==> config.mk <==
export PLATFORM = sky130hd
export DESIGN_NAME = ltl_symbol_sequencer
export DESIGN_NICKNAME = d
export VERILOG_FILES = /design/src/rtl/ltl_symbol_sequencer.sv
export SDC_FILE = /design/constraint.sdc
export NUM_CORES = 1
export LEC_CHECK = 0
export BUFFER_PORTS_ARGS = -buffer_cell sky130_fd_sc_hd__buf_2
export CORE_MARGIN = 2
export CORE_UTILIZATION = 45
export DETAILED_ROUTE_END_ITERATION = 12
export PLACE_DENSITY = 0.72
export SLEW_MARGIN = 20
export SYNTH_ARGS = -nofsm -noshare
export SYNTH_HDL_FRONTEND = slang
export SYNTH_SLANG_ARGS = --single-unit
==> constraint.sdc <==
create_clock -name clk -period 3.1 [get_ports clk]
set_input_delay 0.155 -clock clk [delete_from_list [all_inputs] [get_ports clk]]
set_output_delay 0.155 -clock clk [all_outputs]
set_load 0.02 [all_outputs]
==> src/rtl/ltl_symbol_sequencer.sv <==
// Purpose : packs per-cycle event predicate bits into 8-bit symbols and streams them to a cluster of
//           Automata_* monitors with the reset/start-of-data sequence, latching monitor reports.
// Latency : push->mon_run 1 cycle in STREAM; first symbol of a session no earlier than RST_CYCLES+1 after enable.
// Backpr. : none upstream; events arriving with the FIFO full (and no pop that cycle) are dropped and flagged.
//
// Ports:
//   clk, reset (async, active-high)   : clock and reset
//   enable                            : session level (1 = run/continue, 0 = end)
//   ev_valid, ev_bits[7:0]            : event sample in; ev_bits becomes the symbol unchanged
//   mon_reports[NUM_REPORTS-1:0]      : report lines back from the monitors
//   symbols[7:0], mon_run, mon_reset  : monitor-side symbol stream and control
//   report_sticky, report_first       : sticky report flags; lowest index of first report (MSB = valid)
//   sym_count[31:0], overflow, busy   : session symbol count (saturating), sticky drop flag, not-idle
//
// Optional feature: define LTL_SEQ_DEDUP_EN to suppress events whose bits repeat the last pushed value.
// NUM_REPORTS must be at least 2 so report_first has a non-empty index field.
module ltl_symbol_sequencer #(
  parameter int FIFO_DEPTH  = 8,
  parameter int RST_CYCLES  = 2,
  parameter int NUM_REPORTS = 4
) (
  input  logic                         clk,
  input  logic                         reset,
  input  logic                         enable,
  input  logic                         ev_valid,
  input  logic [7:0]                   ev_bits,
  input  logic [NUM_REPORTS-1:0]       mon_reports,
  output logic [7:0]                   symbols,
  output logic                         mon_run,
  output logic                         mon_reset,
  output logic [NUM_REPORTS-1:0]       report_sticky,
  output logic [$clog2(NUM_REPORTS):0] report_first,
  output logic [31:0]                  sym_count,
  output logic                         overflow,
  output logic                         busy
);

  localparam int AW = $clog2(FIFO_DEPTH);
  localparam int HW = $clog2(RST_CYCLES + 1);
  localparam int IW = $clog2(NUM_REPORTS);
  localparam logic [AW:0] PTR_ONE  = (AW + 1)'(1);
  localparam logic [HW-1:0] HOLD_ONE = HW'(1);
  localparam logic [HW-1:0] HOLD_MIN = HW'(RST_CYCLES);

  typedef enum logic [1:0] {
    IDLE   = 2'd0,
    ARM    = 2'd1,
    STREAM = 2'd2,
    DRAIN  = 2'd3
  } state_t;

  state_t        state;

  // Symbol FIFO: pointers carry one extra wrap bit so full and empty are distinguishable.
  logic [7:0]    mem [FIFO_DEPTH];
  logic [AW:0]   wr_ptr;
  logic [AW:0]   rd_ptr;
  logic [7:0]    head;
  logic          fifo_empty;
  logic          fifo_full;

  logic [HW-1:0] hold_cnt;
  logic          hold_ok;
  logic          rep_cap;

  logic          dup;
  logic          flush;
  logic          push_req;
  logic          push_en;
  logic          pop_en;
  logic          drop;

  assign head       = mem[rd_ptr[AW-1:0]];
  assign fifo_empty = (wr_ptr == rd_ptr);
  assign fifo_full  = (wr_ptr[AW-1:0] == rd_ptr[AW-1:0]) && (wr_ptr[AW] != rd_ptr[AW]);
  assign hold_ok    = (hold_cnt >= HOLD_MIN);

`ifdef LTL_SEQ_DEDUP_EN
  logic [7:0] last_bits;
  logic       last_vld;

  // last_vld is cleared at session start so the first event of a session always goes through.
  assign dup = last_vld && (ev_bits == last_bits);

  always_ff @(posedge clk or posedge reset) begin
    if (reset) begin
      last_bits <= 8'h00;
      last_vld  <= 1'b0;
    end else if (state == IDLE && enable) begin
      last_vld  <= 1'b0;
    end else if (push_en) begin
      last_bits <= ev_bits;
      last_vld  <= 1'b1;
    end
  end
`else
  assign dup = 1'b0;
`endif

  // Leaving ARM early discards whatever was queued for the aborted session.
  assign flush    = (state == ARM) && !enable;
  assign push_req = ev_valid && ((state == ARM) || (state == STREAM)) && !dup && !flush;
  // A full FIFO still accepts a push when a pop frees the head slot in the same cycle.
  assign push_en  = push_req && (!fifo_full || pop_en);
  assign drop     = push_req && fifo_full && !pop_en;

  // The ARM->STREAM transition pops on the same edge, so the first symbol lands with mon_reset falling.
  always_comb begin
    pop_en = 1'b0;
    case (state)
      ARM:           pop_en = enable && hold_ok && !fifo_empty;
      STREAM, DRAIN: pop_en = !fifo_empty;
      default:       pop_en = 1'b0;
    endcase
  end

  function automatic logic [IW-1:0] lowest_idx(input logic [NUM_REPORTS-1:0] v);
    lowest_idx = '0;
    for (int i = NUM_REPORTS - 1; i >= 0; i--) begin
      if (v[i]) lowest_idx = IW'(i);
    end
  endfunction

  always_ff @(posedge clk) begin
    if (push_en) mem[wr_ptr[AW-1:0]] <= ev_bits;
  end

  always_ff @(posedge clk or posedge reset) begin
    if (reset) begin
      state         <= IDLE;
      mon_reset     <= 1'b1;
      mon_run       <= 1'b0;
      symbols       <= 8'h00;
      report_sticky <= '0;
      report_first  <= '0;
      sym_count     <= 32'd0;
      overflow      <= 1'b0;
      busy          <= 1'b0;
      wr_ptr        <= '0;
      rd_ptr        <= '0;
      hold_cnt      <= '0;
      rep_cap       <= 1'b0;
    end else begin
      mon_run <= pop_en;
      if (pop_en) begin
        symbols <= head;
        rd_ptr  <= rd_ptr + PTR_ONE;
        if (sym_count != 32'hFFFF_FFFF) sym_count <= sym_count + 32'd1;
      end
      if (push_en) wr_ptr <= wr_ptr + PTR_ONE;
      if (drop) overflow <= 1'b1;

      // Monitor STEs register the symbol, so reports answer the cycle after mon_run.
      rep_cap <= mon_run;
      if (rep_cap) begin
        report_sticky <= report_sticky | mon_reports;
        if (!report_first[IW] && (|mon_reports)) begin
          report_first <= {1'b1, lowest_idx(mon_reports)};
        end
      end

      case (state)
        IDLE: begin
          if (enable) begin
            state         <= ARM;
            busy          <= 1'b1;
            mon_reset     <= 1'b1;
            hold_cnt      <= HOLD_ONE;
            report_sticky <= '0;
            report_first  <= '0;
            sym_count     <= 32'd0;
            overflow      <= 1'b0;
            rep_cap       <= 1'b0;
          end
        end
        ARM: begin
          if (!enable) begin
            state  <= IDLE;
            busy   <= 1'b0;
            wr_ptr <= '0;
            rd_ptr <= '0;
          end else begin
            if (!hold_ok) hold_cnt <= hold_cnt + HOLD_ONE;
            if (hold_ok && !fifo_empty) begin
              state     <= STREAM;
              mon_reset <= 1'b0;
            end
          end
        end
        STREAM: begin
          if (!enable) state <= DRAIN;
        end
        DRAIN: begin
          if (fifo_empty) begin
            state     <= IDLE;
            busy      <= 1'b0;
            mon_reset <= 1'b1;
          end
        end
        default: begin
          state     <= IDLE;
          busy      <= 1'b0;
          mon_reset <= 1'b1;
        end
      endcase
    end
  end

endmodule
==> impl_results.html <==
<table>
<tr><th>Metric</th><th>Value</th></tr>
<tr><th colspan="2">Critical path</th></tr>
<tr><td>Startpoint type of the worst setup path</td><td>flip-flop</td></tr>
<tr><td>Critical R2R Capture</td><td>sym_count[25]$_DFF_PP0_</td></tr>
<tr><td>Worst endpoint required time</td><td>3450 ps</td></tr>
<tr><td>Critical path data arrival time</td><td>3110 ps</td></tr>
<tr><td>Maximum fanout along the worst path</td><td>12</td></tr>
<tr><td>Critical Path Most Common Cell</td><td>sky130_fd_sc_hd__a21oi_1</td></tr>
<tr><td>CP Class</td><td>flip-flop to flip-flop</td></tr>
<tr><td>Cell-by-cell listing of the critical path</td><td>inv_1 -&gt; ha_1 -&gt; nand3_1 -&gt; a21oi_1 -&gt; nand4_1 -&gt; or4_1 -&gt; a21oi_1</td></tr>
<tr><td>Cell type of the slowest stage on the worst timing path</td><td>sky130_fd_sc_hd__or4_1</td></tr>
<tr><td>Worst R2R Path Depth</td><td>7</td></tr>
<tr><td>Crit path capture type</td><td>flip-flop</td></tr>
<tr><td>Worst reg2reg setup slack</td><td>340 ps</td></tr>
<tr><td>Critical path's largest stage delay</td><td>620 ps</td></tr>
<tr><th colspan="2">Power</th></tr>
<tr><td>Part of the total power dissipated in the clock network</td><td>0.352</td></tr>
<tr><td>Relative contribution of sequential cells to total power</td><td>0.394</td></tr>
<tr><td>Net load switching power</td><td>1820 uW</td></tr>
<tr><td>Static leakage</td><td>0.00282 uW</td></tr>
<tr><td>Worst ir drop on vdd</td><td>0.545 mV</td></tr>
<tr><td>Combinational share of power</td><td>0.254</td></tr>
<tr><td>Power per unit of standard cell area</td><td>787 mW/mm^2</td></tr>
<tr><td>Switching power as a share of total power</td><td>0.327</td></tr>
<tr><td>Internal power summed over all cells</td><td>3750 uW</td></tr>
<tr><th colspan="2">Timing</th></tr>
<tr><td>Worst Clk Skew</td><td>9.52 ps</td></tr>
<tr><td>WHS</td><td>16.8 ps</td></tr>
<tr><td>Sum of negative setup slack</td><td>0 ps</td></tr>
<tr><td>Count of final setup violators</td><td>0</td></tr>
<tr><td>Number of pins exceeding their max-slew limit in the final report</td><td>0</td></tr>
<tr><td>Relative max-transition margin</td><td>0.459</td></tr>
<tr><td>RSZ-0062 raised after global routing</td><td>false</td></tr>
<tr><td>Period utilization</td><td>0.890</td></tr>
<tr><td>Peak clock frequency supported by timing</td><td>362 MHz</td></tr>
<tr><td>Post-layout min period</td><td>2760 ps</td></tr>
<tr><td>Total count of hold-check failures in the final report</td><td>0</td></tr>
<tr><td>Slew at the pin closest to its max-slew limit</td><td>811 ps</td></tr>
<tr><th colspan="2">Clock network</th></tr>
<tr><td>Number of buffers inserted during clock tree synthesis</td><td>17</td></tr>
<tr><td>Library cell used as clock root buffer</td><td>sky130_fd_sc_hd__clkbuf_16</td></tr>
<tr><td># resized after CTS</td><td>0</td></tr>
<tr><td>Clock sink count</td><td>128</td></tr>
<tr><td>TritonCTS clock tree</td><td>done</td></tr>
<tr><td>Post-CTS setup-driven buffer insertion count</td><td>0</td></tr>
<tr><td>Clock Latency Late Sink</td><td>420 ps</td></tr>
<tr><td>CTS HTree Levels</td><td>4</td></tr>
<tr><td>CTS clk-pin slew, worst paths</td><td>60 ps</td></tr>
<tr><td>Maximum root-to-sink buffer count</td><td>2</td></tr>
<tr><td>Cts-stage hold buffer count</td><td>10</td></tr>
<tr><th colspan="2">Synthesis</th></tr>
<tr><td>Number of unique standard cell types used by synthesis</td><td>48</td></tr>
<tr><td>Share of flip-flops with an asynchronous set or reset after synthesis</td><td>0.500</td></tr>
<tr><td>Mean cell area of the mapped netlist</td><td>12.6 um^2</td></tr>
<tr><td>Sequential element share of the synthesized area</td><td>0.601</td></tr>
<tr><td>Synthesized net count</td><td>492</td></tr>
<tr><td>Warnings, synthesis</td><td>0</td></tr>
<tr><td>Total standard cell area after synthesis</td><td>0.00587 mm^2</td></tr>
<tr><td>Post-synthesis instance total</td><td>467</td></tr>
<tr><td>Number of enable flip-flop cells after synthesis</td><td>64</td></tr>
<tr><td>Prevailing post-synth register cell</td><td>sky130_fd_sc_hd__edfxtp_1</td></tr>
<tr><td>Number of register bits inferred by synthesis</td><td>128</td></tr>
<tr><th colspan="2">Layout</th></tr>
<tr><td>Count of placed standard cells in the final layout, fillers left out</td><td>740</td></tr>
<tr><td>Number of filler cells placed in the layout</td><td>1,029</td></tr>
<tr><td>Fraction of final layout cells with drive strength greater than 1</td><td>0.246</td></tr>
<tr><td>Post-route core utilization</td><td>0.559</td></tr>
<tr><td>Synth-to-layout area growth</td><td>20.7%</td></tr>
<tr><td>Nets</td><td>580</td></tr>
<tr><td>Final Instance Area</td><td>0.00709 mm^2</td></tr>
<tr><td>Number of antenna repair diodes</td><td>0</td></tr>
<tr><td>Sequential cell area</td><td>0.00352 mm^2</td></tr>
<tr><td>Multi-input gate area in the final layout</td><td>0.00216 mm^2</td></tr>
<tr><th colspan="2">Die</th></tr>
<tr><td>Die extent in y</td><td>118 um</td></tr>
<tr><td>Initial Util</td><td>0.463</td></tr>
<tr><td>Placeable core region</td><td>0.0127 mm^2</td></tr>
<tr><td>Area of the die</td><td>0.0140 mm^2</td></tr>
<tr><td>Number of rows created at floorplan</td><td>41</td></tr>
<tr><td>Width of the die</td><td>118 um</td></tr>
<tr><td>Io pins</td><td>67</td></tr>
<tr><th colspan="2">Job</th></tr>
<tr><td>Max cap viols</td><td>0</td></tr>
<tr><th colspan="2">Global route</th></tr>
<tr><td>Pin count of the biggest net entering global routing</td><td>39</td></tr>
<tr><td>Most used routing layer in global routing</td><td>met2</td></tr>
<tr><td>Wire length of the first global-routing pass</td><td>21.3 mm</td></tr>
<tr><td>Total routing resource utilization after global routing</td><td>0.195</td></tr>
<tr><td>Global-route met3 utilization</td><td>0.0478</td></tr>
<tr><td>Number of antenna violations at the first check in global routing</td><td>0</td></tr>
<tr><td>Final global-route overflow total</td><td>0</td></tr>
<tr><td>Vias in the first global route</td><td>4,149</td></tr>
<tr><td>Global routing met1 resource utilization</td><td>0.242</td></tr>
<tr><td>Fraction of met2 tracks used by global routing</td><td>0.328</td></tr>
<tr><th colspan="2">Routing</th></tr>
<tr><td>Post-DR vias/cell</td><td>5.73</td></tr>
<tr><td>Residual DRC</td><td>0</td></tr>
<tr><td>WL/cell</td><td>17.3 um</td></tr>
<tr><td>Post-route antenna net violation count</td><td>0</td></tr>
<tr><td>Total wirelength of the detailed-routed design</td><td>12.8 mm</td></tr>
<tr><td>DRT iter0 DRCs</td><td>333</td></tr>
<tr><td>Vias after detailed routing</td><td>4,238</td></tr>
<tr><td>Total iterations of the first detailed-routing run</td><td>4</td></tr>
<tr><th colspan="2">Run status</th></tr>
<tr><td>Outcome</td><td>finished, final reports clean</td></tr>
<tr><th colspan="2">Worst hold path</th></tr>
<tr><td>Min-Delay Startpoint</td><td>ev_bits[4]</td></tr>
<tr><td>Terminating pin of the worst hold path</td><td>mem[2][4]$_DFFE_PP_</td></tr>
<tr><td>Worst hold stages</td><td>1</td></tr>
<tr><td>Type of the tightest min-delay check</td><td>primary input to flip-flop</td></tr>
<tr><th colspan="2">Place</th></tr>
<tr><td>Cell count after placement</td><td>698</td></tr>
<tr><td>Total placed instance area</td><td>0.00640 mm^2</td></tr>
<tr><td># port buffers</td><td>66</td></tr>
<tr><td>Detailed placer's ending HPWL</td><td>8.44 mm</td></tr>
<tr><td>Final RePlAce weighted congestion</td><td>0.849</td></tr>
</table>
-- per-stage QoR --
step / total power, uW / worst slack [ps]
finish: 5570 / 340
global route: 5850 / 146
CTS: 5630 / 364
detailed placement: 3630 / 352
global placement: 3570 / 519
floorplan: 3210 / 570
-- cells in the mapped netlist, drive strengths merged (3+ instances only) --
cell / number / area [um^2]
a21oi: 36 / 180
and2: 5 / 31.3
and3: 4 / 25.0
and4: 4 / 35.0
buf: 12 / 92.6
clkbuf: 12 / 45.0
dfrtp: 63 / 1580
edfxtp: 64 / 1920
ha: 9 / 113
inv: 13 / 48.8
mux2i: 18 / 180
mux4: 16 / 360
nand2: 40 / 150
nand2b: 5 / 31.3
nand3: 17 / 85.1
nand4: 13 / 87.6
nor2: 27 / 101
nor3: 12 / 75.1
nor4: 6 / 52.6
o211ai: 3 / 22.5
o21ai: 18 / 90.1
o31ai: 20 / 150
or3: 4 / 25.0
or4: 18 / 135
xnor2: 7 / 61.3
-- power by group through the flow --
stage / Clock [uW] / Sequential [uW] / Combinational [uW]
after floorplan: 0 / 2290 / 926
after global placement: 0 / 2200 / 1370
after detailed placement: 0 / 2220 / 1410
after CTS: 1990 / 2190 / 1440
after global routing: 2060 / 2230 / 1570
final: 1960 / 2200 / 1420
-- worst max-delay path, delay by kind of cell, from the launching register on --
| kind | cells | cell delay, ps |
|---|---|---|
| AND/OR/NAND/NOR | 3 | 1270 |
| AO/OA/AOI/OAI | 2 | 580 |
| buffers and inverters | 1 | 100 |
| adder cells (fa/ha/maj) | 1 | 330 |
| flip-flops | 1 | 410 |
-- worst max-delay path by stage --
stage | endpoint | from | cells past startpoint | slack [ps]
4_1_cts | sym_count[25]$_DFF_PP0_ | flip-flop | 7 | 360
2_1_floorplan | mem[4][0]$_DFFE_PP_ | flip-flop | 8 | 570
6_report | sym_count[25]$_DFF_PP0_ | flip-flop | 7 | 340
5_1_grt | sym_count[25]$_DFF_PP0_ | flip-flop | 7 | 150
3_5_place_dp | sym_count[25]$_DFF_PP0_ | flip-flop | 7 | 350
3_3_place_gp | sym_count[25]$_DFF_PP0_ | flip-flop | 7 | 520
-- placed cells by master (no fill, tap or decap), types with 7 or more instances in the layout --
master and count:
sky130_fd_sc_hd__xnor2_1 7, sky130_fd_sc_hd__nand3_1 17, sky130_fd_sc_hd__or4_1 18, sky130_fd_sc_hd__o31ai_1 20, sky130_fd_sc_hd__buf_2 66, sky130_fd_sc_hd__mux4_2 16, sky130_fd_sc_hd__edfxtp_1 64, sky130_fd_sc_hd__nor3_1 9
sky130_fd_sc_hd__clkbuf_16 17, sky130_fd_sc_hd__ha_1 9, sky130_fd_sc_hd__nand4_1 12, sky130_fd_sc_hd__inv_1 12, sky130_fd_sc_hd__o21ai_0 18, sky130_fd_sc_hd__mux2i_1 18, sky130_fd_sc_hd__dfrtp_1 63, sky130_fd_sc_hd__a21oi_1 36
sky130_fd_sc_hd__buf_4 17, sky130_fd_sc_hd__nor2_1 27, sky130_fd_sc_hd__dlygate4sd3_1 10, sky130_fd_sc_hd__nand2_1 40
-- state kept, by name, summed over array words and instances (netlist names), 2 cells and up, named ones only --
name           flops
mem               64
sym_count         32
symbols            8
rd_ptr             4
report_sticky      4
wr_ptr             4
report_first       3
hold_cnt           2
-- cell families (layout without fill, tap and decap cells) --
kind of cell	count (synthesis)	in the layout	synth area share
muxes	35	35	0.0940
DFF	128	128	0.601
buffers and inverters	37	138	0.0318
xor gates and xnor gates	8	8	0.0119
AOI/OAI and AO/OA	91	91	0.0953
adders and majority gates	9	9	0.0192
and+or+nand+nor	159	159	0.147
-- layer usage --
metal / wire, um / up-vias
met3: 634 / 32
li1: - / 1970
met5: 0 / -
met1: 5110 / 2099
met4: 296 / 0
met2: 6790 / 137
-- cell type report --
type	instances	area share
flip-flops and latches	128	0.497
clock inverters	15	0.0221
well taps	172	0.0304
clock buffers	17	0.0600
inverters	13	0.00689
repair buffers	93	0.0787
multi-input cells	302	0.305
(Power assumes the default switching activity.)
